[config.mk]
export PLATFORM = sky130hd
export DESIGN_NAME = keypad_digit_buffer_flat
export DESIGN_NICKNAME = d
export VERILOG_FILES = /design/src/rtl/keypad_digit_buffer_if.sv /design/src/rtl/keypad_digit_buffer.sv /design/src/flat_wrapper.sv
export SDC_FILE = /design/constraint.sdc
export NUM_CORES = 1
export LEC_CHECK = 0
export ABC_AREA = 1
export CAP_MARGIN = 25
export CORE_MARGIN = 4
export CORE_UTILIZATION = 45
export DETAILED_ROUTE_END_ITERATION = 10
export GPL_TIMING_DRIVEN = 0
export PLACE_DENSITY = 0.68
export SYNTH_ARGS = -nofsm -noshare
export SYNTH_HDL_FRONTEND = slang
export SYNTH_SLANG_ARGS = --single-unit
[constraint.sdc]
create_clock -name clk -period 1.75 [get_ports clk]
set_input_delay 0.35 -clock clk [delete_from_list [all_inputs] [get_ports clk]]
set_output_delay 0.35 -clock clk [all_outputs]
set_load 0.01 [all_outputs]
[src/rtl/keypad_digit_buffer_if.sv]
// Digit hand-off bundle between the keypad digit buffer and the countdown timer.
interface keypad_digit_buffer_if;
   logic [15:0] digits;
   logic [2:0]  digit_count;
   logic        load_req;
   logic        load_ack;
   logic        load_done;

   modport master (
      output digits,
      output digit_count,
      output load_req,
      output load_done,
      input  load_ack
   );

   modport slave (
      input  digits,
      input  digit_count,
      input  load_req,
      input  load_done,
      output load_ack
   );
endinterface

[src/rtl/keypad_digit_buffer.sv]
// Keypad digit buffer: synchronises and debounces the BCD encoder output,
// accepts one digit per key press into a 4-digit MM:SS buffer, and hands the
// buffer to the countdown timer over a req/ack handshake.
//
// state   | meaning
// --------+---------------------------------------------------------------
// S_IDLE  | buffer empty, waiting for the first digit
// S_ENTRY | 1..4 digits held; start validates and hands off
// S_LOAD  | load_req high, encoder disabled, waiting for the timer's ack
module keypad_digit_buffer #(
   parameter int DEBOUNCE_CYCLES = 4,
   parameter int CNT_W           = 8
) (
   input  logic                          clk,
   input  logic                          resetn,
   input  logic [3:0]                    bcd_i,
   input  logic                          valid_data_i,
   input  logic                          clear_i,
   input  logic                          start_i,
   output logic                          enablen_o,
   output logic                          error_o,
   keypad_digit_buffer_if.master         tmr
);

   typedef enum logic [1:0] {
      S_IDLE  = 2'd0,
      S_ENTRY = 2'd1,
      S_LOAD  = 2'd2
   } state_t;

   localparam logic [CNT_W-1:0] CNT_TC = CNT_W'(DEBOUNCE_CYCLES - 1);

   state_t      state_q, state_d;
   logic        v_s1_q, v_s2_q;
   logic [3:0]  bcd_s1_q, bcd_s2_q;
   logic [CNT_W-1:0] cnt_q;
   logic        accepted_q;
   logic        accept;
   logic [15:0] digits_q, digits_d;
   logic [2:0]  count_q, count_d;
   logic        load_done_q, load_done_d;
   logic        error_q, error_d;
   logic        load_req_q, load_req_d;
   logic        enablen_q, enablen_d;
   logic        start_bad;

   // Two-flop synchroniser; valid and bcd move in lockstep so a digit is never
   // paired with a flag from a different cycle.
   always_ff @(posedge clk or negedge resetn) begin
      if (!resetn) begin
         v_s1_q   <= 1'b0;
         v_s2_q   <= 1'b0;
         bcd_s1_q <= 4'd0;
         bcd_s2_q <= 4'd0;
      end else begin
         v_s1_q   <= valid_data_i;
         v_s2_q   <= v_s1_q;
         bcd_s1_q <= bcd_i;
         bcd_s2_q <= bcd_s1_q;
      end
   end

   assign accept = v_s2_q && !accepted_q && (cnt_q == CNT_TC);

   // Debounce: count stable-high cycles; the accepted flag consumes the press
   // until the key is released, so a held key yields a single digit.
   always_ff @(posedge clk or negedge resetn) begin
      if (!resetn) begin
         cnt_q      <= '0;
         accepted_q <= 1'b0;
      end else if (!v_s2_q) begin
         cnt_q      <= '0;
         accepted_q <= 1'b0;
      end else if (!accepted_q) begin
         if (accept) accepted_q <= 1'b1;
         else        cnt_q      <= cnt_q + CNT_W'(1);
      end
   end

   assign start_bad = (state_q == S_IDLE) || (digits_q == 16'h0000) ||
                      (digits_q[7:4] > 4'd5);

   // State register plus the buffer/pulse registers that move with it.
   always_ff @(posedge clk or negedge resetn) begin
      if (!resetn) begin
         state_q     <= S_IDLE;
         digits_q    <= 16'h0000;
         count_q     <= 3'd0;
         load_done_q <= 1'b0;
         error_q     <= 1'b0;
         load_req_q  <= 1'b0;
         enablen_q   <= 1'b1;
      end else begin
         state_q     <= state_d;
         digits_q    <= digits_d;
         count_q     <= count_d;
         load_done_q <= load_done_d;
         error_q     <= error_d;
         load_req_q  <= load_req_d;
         enablen_q   <= enablen_d;
      end
   end

   // Next state and buffer update; clear beats ack beats start beats a digit.
   always_comb begin
      state_d     = state_q;
      digits_d    = digits_q;
      count_d     = count_q;
      load_done_d = 1'b0;
      error_d     = 1'b0;
      if (clear_i) begin
         state_d  = S_IDLE;
         digits_d = 16'h0000;
         count_d  = 3'd0;
      end else begin
         case (state_q)
            S_LOAD: begin
               if (tmr.load_ack) begin
                  state_d     = S_IDLE;
                  digits_d    = 16'h0000;
                  count_d     = 3'd0;
                  load_done_d = 1'b1;
               end
            end
            S_IDLE, S_ENTRY: begin
               if (start_i) begin
                  if (start_bad) error_d = 1'b1;
                  else           state_d = S_LOAD;
               end else if (accept && (bcd_s2_q <= 4'd9) && (count_q != 3'd4)) begin
                  digits_d = {digits_q[11:0], bcd_s2_q};
                  count_d  = count_q + 3'd1;
                  state_d  = S_ENTRY;
               end
            end
            default: state_d = S_IDLE;
         endcase
      end
   end

   // Registered outputs follow the state being entered, so they change on the
   // same edge as the state and the encoder is enabled from the first edge.
   always_comb begin
      load_req_d = (state_d == S_LOAD);
      enablen_d  = (state_d == S_LOAD);
   end

   assign tmr.digits      = digits_q;
   assign tmr.digit_count = count_q;
   assign tmr.load_req    = load_req_q;
   assign tmr.load_done   = load_done_q;
   assign enablen_o       = enablen_q;
   assign error_o         = error_q;

endmodule

[src/flat_wrapper.sv]
// flat-port wrapper written by rule: the top's interface ports become plain ports
module keypad_digit_buffer_flat 
#(
   parameter int DEBOUNCE_CYCLES = 4,
   parameter int CNT_W           = 8
)
  (clk, resetn, bcd_i, valid_data_i, clear_i, start_i, enablen_o, error_o, tmr_digits, tmr_digit_count, tmr_load_req, tmr_load_done, tmr_load_ack);
  keypad_digit_buffer_if tmr_i ();
  input  logic clk;
  input  logic resetn;
  input  logic [3:0] bcd_i;
  input  logic valid_data_i;
  input  logic clear_i;
  input  logic start_i;
  output logic enablen_o;
  output logic error_o;
  output wire logic [$bits(tmr_i.digits)-1:0] tmr_digits;
  output wire logic [$bits(tmr_i.digit_count)-1:0] tmr_digit_count;
  output wire logic [$bits(tmr_i.load_req)-1:0] tmr_load_req;
  output wire logic [$bits(tmr_i.load_done)-1:0] tmr_load_done;
  input wire logic [$bits(tmr_i.load_ack)-1:0] tmr_load_ack;
  assign tmr_digits = tmr_i.digits;
  assign tmr_digit_count = tmr_i.digit_count;
  assign tmr_load_req = tmr_i.load_req;
  assign tmr_load_done = tmr_i.load_done;
  assign tmr_i.load_ack = tmr_load_ack;
  keypad_digit_buffer #(.DEBOUNCE_CYCLES(DEBOUNCE_CYCLES), .CNT_W(CNT_W)) u_core (.clk(clk), .resetn(resetn), .bcd_i(bcd_i), .valid_data_i(valid_data_i), .clear_i(clear_i), .start_i(start_i), .enablen_o(enablen_o), .error_o(error_o), .tmr(tmr_i));
endmodule
After elaboration in Yosys (flattened, before gate mapping)
Index checks and enable logic that the tools add are counted.
{"block": "word_totals", "reg_bits": 44, "output_inout_bits": 23, "word_cells": 69}
{"block": "classes", "addsub": 2, "n_lt_le_gt_ge": 2, "n_eq_ne": 10, "n_mux": 29, "n_reduce_logical": 13}
{"op": "16-bit two-way mux", "n": 4}
{"op": "16-bit case mux with 2 select lines", "n": 1}
{"op": "8-bit two-way mux", "n": 3}
{"op": "16-bit zero test", "n": 1}
{"op": "3-bit two-way mux", "n": 4}
{"op": "1-bit two-way mux", "n": 10}
{"op": "2-bit two-way mux", "n": 5}
{"op": "3-bit inequality test (second input constant)", "n": 3}
{"op": "8-bit by 1-bit adder with 8-bit output (second input constant)", "n": 1}
{"op": "8-bit by 2-bit == test with 1-bit output (second input constant)", "n": 1}
{"op": "3-bit case mux with 2 select lines", "n": 1}
{"op": "2-bit == test (second input constant)", "n": 2}
{"op": "4-bit by 3-bit > comparator with 1-bit output (second input constant)", "n": 1}
{"op": "4-bit <= comparator (second input constant)", "n": 1}
{"op": "1-bit logical AND", "n": 4}
{"op": "2-bit inequality test (second input constant)", "n": 2}
{"op": "2-bit case mux with 2 select lines", "n": 1}
{"op": "4-bit AND reduction", "n": 1}
{"op": "3-bit by 1-bit adder with 3-bit output (second input constant)", "n": 1}
{"op": "3-bit by 2-bit inequality test with 1-bit output (second input constant)", "n": 1}
{"op": "3-bit nonzero test", "n": 1}
{"op": "2-bit by 1-bit == test with 1-bit output (second input constant)", "n": 1}
{"op": "2-bit zero test", "n": 1}
{"op": "1-bit logical OR", "n": 2}
{"op": "other kinds (3)", "n": 3}

Depth between registers and ports, before layout
{"block": "depth", "ltp_word": 10, "mapped_depth": 10}

Least setup slack after synthesis
No wires, ideal clock.
{"block": "synth_path", "kind": "register to register", "startpoint": "register u_core.cnt_q[0]", "endpoint": "register u_core.count_q[2], in the netlist u_core.tmr.digit_count[2]", "setup_time_ns": 0.116, "arrival_ns": 1.375, "t_required_ns": 1.634, "slack_ns": 0.259, "path_stages_with_launch": 9, "path_cell_list": "dfrtp_1 > ha_1 > nand3_1 > nor2_4 > nand3_4 > buf_6 > buf_8 > nand3_2 > nand2_1"}
{"block": "synth_between", "elab_chain_cells": 6}
{"item": "start, declared", "line_no": "keypad_digit_buffer.sv:36", "rtl": "logic [CNT_W-1:0] cnt_q;"}
{"item": "start signal, assigned", "line_no": "keypad_digit_buffer.sv:76", "rtl": "else cnt_q <= cnt_q + CNT_W'(1);"}
{"item": "8-bit by 2-bit == test with 1-bit output", "line_no": "keypad_digit_buffer.sv:63", "rtl": "assign accept = v_s2_q && !accepted_q && (cnt_q == CNT_TC);"}
{"item": "1-bit logical AND", "line_no": "keypad_digit_buffer.sv:63"}
{"item": "1-bit logical AND (2 in a row)", "line_no": "keypad_digit_buffer.sv:129", "rtl": "end else if (accept && (bcd_s2_q <= 4'd9) && (count_q != 3'd4)) begin"}
{"item": "3-bit by 2-bit inequality test with 1-bit output (no source line)"}
{"item": "4-bit AND reduction (no source line)"}
{"item": "end signal, assigned", "line_no": "keypad_digit_buffer.sv:96", "rtl": "count_q <= count_d;"}
{"item": "end, declared", "line_no": "keypad_digit_buffer.sv:40", "rtl": "logic [2:0] count_q, count_d;"}
No other way between the ends.
A chain may end at the register's enable or synchronous reset.

Worst setup path in the final report
{"block": "layout_path", "startpoint": "register u_core.enablen_q, in the netlist u_core.enablen_o", "endpoint": "output port enablen_o"}
{"item": "start, declared", "line_no": "keypad_digit_buffer.sv:44", "rtl": "logic enablen_q, enablen_d;"}
{"item": "start signal, assigned", "line_no": "keypad_digit_buffer.sv:100", "rtl": "enablen_q <= enablen_d;"}
{"item": "end, declared", "line_no": "flat_wrapper.sv:15", "rtl": "output logic enablen_o;"}
No word-level cell between the ends.

==> out/qor.csv <==
stage,metric,value,unit
grt,vias in the first global route,1697,
synthesis,sequential fraction of the synthesis area,49.6,%
synthesis,biggest area consumer among synthesized cells,dfrtp_1,
status,outcome,"complete, but fails checks",
grt,total track usage,16.3,%
routing,post-route ant nets,0,
placed_design,GP Congestion,0.835,
synthesis,cell count after synthesis,271,
grt,met2 Track Usage GR,25.0,%
setup_path,Worst Path Buf+Inv,1,
setup_path,"CP delay by family, top",flip-flops,
synthesis,#FFs+latches synth,44,
synthesis,Mapped Area,0.00222,sq mm
routing,Remaining DRCs,0,
synthesis,"Net Count, Synth",284,
synthesis,"top cells by count, synth","nand2_1 (88), dfrtp_1 (43), nor2_1 (41), nand3_1 (24), inv_1 (21)",
synthesis,synthesized-area fraction occupied by xor and xnor cells,0.394,%
setup_path,Critical Path AT,1.33,ns
timing,worst-margin pin slew,0.475,ns
grt,met3 Track Usage GR,3.90,%
cts,"Clk pin slew, worst setup/hold paths",0.09,ns
cells_and_area,area grow syn2layout,23.6,%
synthesis,Synth Area per Inst,8.20,sq um
cts,CTS Sinks,44,
setup_path,CP Cell Sequence,clkdlybuf4s50_1,
grt,GRT overflow,0,
power,Final Power,0.00247,W
job,Max Cap Viol,0,
synthesis,post-synth top area share,48.4,%
placed_design,HPWL after DPL,3120,um
cts,Bufs on Longest Clock Path,2,
timing,final slew viol count,0,
cells_and_area,share of cells above drive strength 1,15.0,%
synthesis,synth warn,0,
setup_path,CP peak stage delay,0.52,ns
routing,Routed wire per std cell,11.5,um
cts,CTS tree,built,
status,failing checks,negative hold slack,
setup_path,crit start category,flop,
synthesis,synth top area cells,"dfrtp_1 (48%), nand2_1 (15%), nor2_1 (6.9%), nand3_1 (5.4%), nand3_2 (4.5%)",
timing,Layout Skew,0.0101,ns
routing,DR vias/cell,4.76,
timing,Final period util,96.0,%
cts,Num CTS Buffers,5,
grt,first-pass GRT wire length,7870,um
timing,Rel. slew slack,68.3,%
timing,Hold WS,-0.00365,ns
synthesis,post-synthesis cell type count,26,
synthesis,"Async S/R FF share, synth",100,%
synthesis,number of synthesized flops with an enable pin,0,
setup_path,Critical Path End Type,output pin,
floorplan,core area,0.00475,sq mm
synthesis,Simple-Gate Fraction of Synth Area,38.4,%
cts,H-tree depth,2,
setup_path,worst endpoint required time,1.40,ns
synthesis,largest family of logic cells by synthesized area,simple AND/OR/NAND/NOR gates,
floorplan,Die Y,78.3,um
cts,clock latency on the worst-skew pair,0.30,ns
floorplan,# IOs,33,
routing,initial drt markers,144,
setup_path,slowest CP cell,dfstp_2,
routing,Vias,1807,
synthesis,"count leader, synth",nand2_1,
setup_path,crit path kind,reg2out,
grt,met1 Track Usage GR,22.3,%
timing,f_max,0.595,GHz
synthesis,Synth Area in Adders,1.69,%
cts,"Hold-fix buffers, CTS",0,
synthesis,Compound-Gate Fraction of Synth Area,2.03,%
routing,Initial DRT Pass Iterations,5,
routing,final WL,4380,um
floorplan,Core Rows,25,
floorplan,die area,0.00613,sq mm
cells_and_area,Layout fillers,458,
power,worst vdd ir,0.532,mV
timing,RSZ-0062 raised after global routing,false,
synthesis,multiplexer area fraction after synthesis,0,%
placed_design,Post-Place Cells,370,
timing,final hold viol count,3,
grt,initial antenna violation count,0,
timing,Final Setup Violations,0,
timing,fin crit period,1.68,ns
hold_path,HP Class,in2async,
cells_and_area,"Net count, final",325,
power,Power Density,899,mW/mm^2
grt,largest net degree at the start of global routing,26,
placed_design,port buffer count,31,
floorplan,Die W,78.3,um
grt,GR peak layer,met2,
synthesis,ys flop type,dfrtp_1,
cells_and_area,ANT cells,0,
floorplan,Starting Density,46.8,%
setup_path,worst-path maximum fanout,1,
power,leakage power,1.36,nW
cells_and_area,Non-Filler Instances,380,
cts,root buf cell,clkbuf_8,
layer usage:
layer | vias to the layer above | share of wire [%]
met5 | - | 0
met4 | 0 | 1.5
met3 | 7 | 4.9
met2 | 40 | 45
met1 | 835 | 49
li1 | 925 | -
report_power, final:
group          internal (W)  switching, W  total [W]  leakage [nW]
registers           0.00111     0.0000979    0.00121         0.576
clock network      0.000319      0.000344   0.000663        0.0434
logic              0.000282      0.000316   0.000597         0.737
total               0.00171      0.000757    0.00247          1.36
registers in the layout, indices dropped and copies added (netlist names):
| register | flops |
|---|---|
| u_core.tmr.digits | 16 |
| u_core.cnt_q | 8 |
| u_core.bcd_s1_q | 4 |
| u_core.bcd_s2_q | 4 |
| u_core.tmr.digit_count | 3 |
| u_core.state_q | 2 |
| u_core.accepted_q | 1 |
| u_core.enablen_o | 1 |
| u_core.error_o | 1 |
| u_core.tmr.load_done | 1 |
| u_core.tmr.load_req | 1 |
| u_core.v_s1_q | 1 |
| u_core.v_s2_q | 1 |
per-stage QoR:
stage	TNS, ns	util, %	cell area (sq um)	setup WS (ns)
2_1_floorplan	0	-	2220	0.259
3_3_place_gp	-39.74	55.1	2620	-0.910
3_5_place_dp	-0.355	55.4	2630	-0.0476
4_1_cts	0	57.4	2730	0.0537
5_1_grt	0	57.8	2750	0.00371
6_report	0	57.8	2750	0.0692
worst paths after layout:
path | start | to | slack, ns | cells after the start
setup / recovery | u_core.enablen_o | enablen_o | 0.07 | 1
hold / removal | resetn | u_core.tmr.digits[12] | -0.004 | 1
setup reg to reg | u_core.cnt_q[0] | u_core.tmr.digit_count[2] | 0.16 | 8
hold reg to reg | u_core.bcd_s1_q[3] | u_core.bcd_s2_q[3] | 0.35 | 0
max in group asynchronous | resetn | u_core.cnt_q[1] | 1.25 | 2
min in group clk | u_core.bcd_s1_q[3] | u_core.bcd_s2_q[3] | 0.35 | 0
cells in the final DEF, fill, tap and decap left out, types with 3 or more instances in the layout:
master and n:
inv_1 21, inv_2 3, a21oi_1 3, clkbuf_8 6, nor2_4 3, nand4_1 3
dfrtp_1 43, buf_6 3, clkdlybuf4s50_1 30, nand3_1 24, o21ai_0 5, nand2_4 3
nand3_2 10, nand2_1 88, nor2_1 41, buf_4 6
repair_timing:
| item | CTS | global route |
|---|---|---|
| setup endpoints to repair | 0 | 18 |
| setup buffers | 0 | 2 |
| resized for setup | 0 | 1 |
cell families (layout without fill, tap and decap cells):
logic type	after synthesis	after routing
buf+inv	34	76
compound gates	9	9
xor+xnor	1	1
fa+ha+maj	3	3
flops	44	44
simple gates	180	180
area by class of cell:
cell class,instances,area (sq um),share of cell area (%)
flip-flops and latches,44,1100,40.1
multi-input cells,193,947,34.5
repair buffers,34,340,12.4
inverters,24,90.1,3.28
plain buffers,10,86.3,3.14
well taps,67,83.8,3.05
clock buffers,6,82.6,3.01
clock inverters,2,15.0,0.546
No activity file was read; power rests on OpenSTA's default activity.
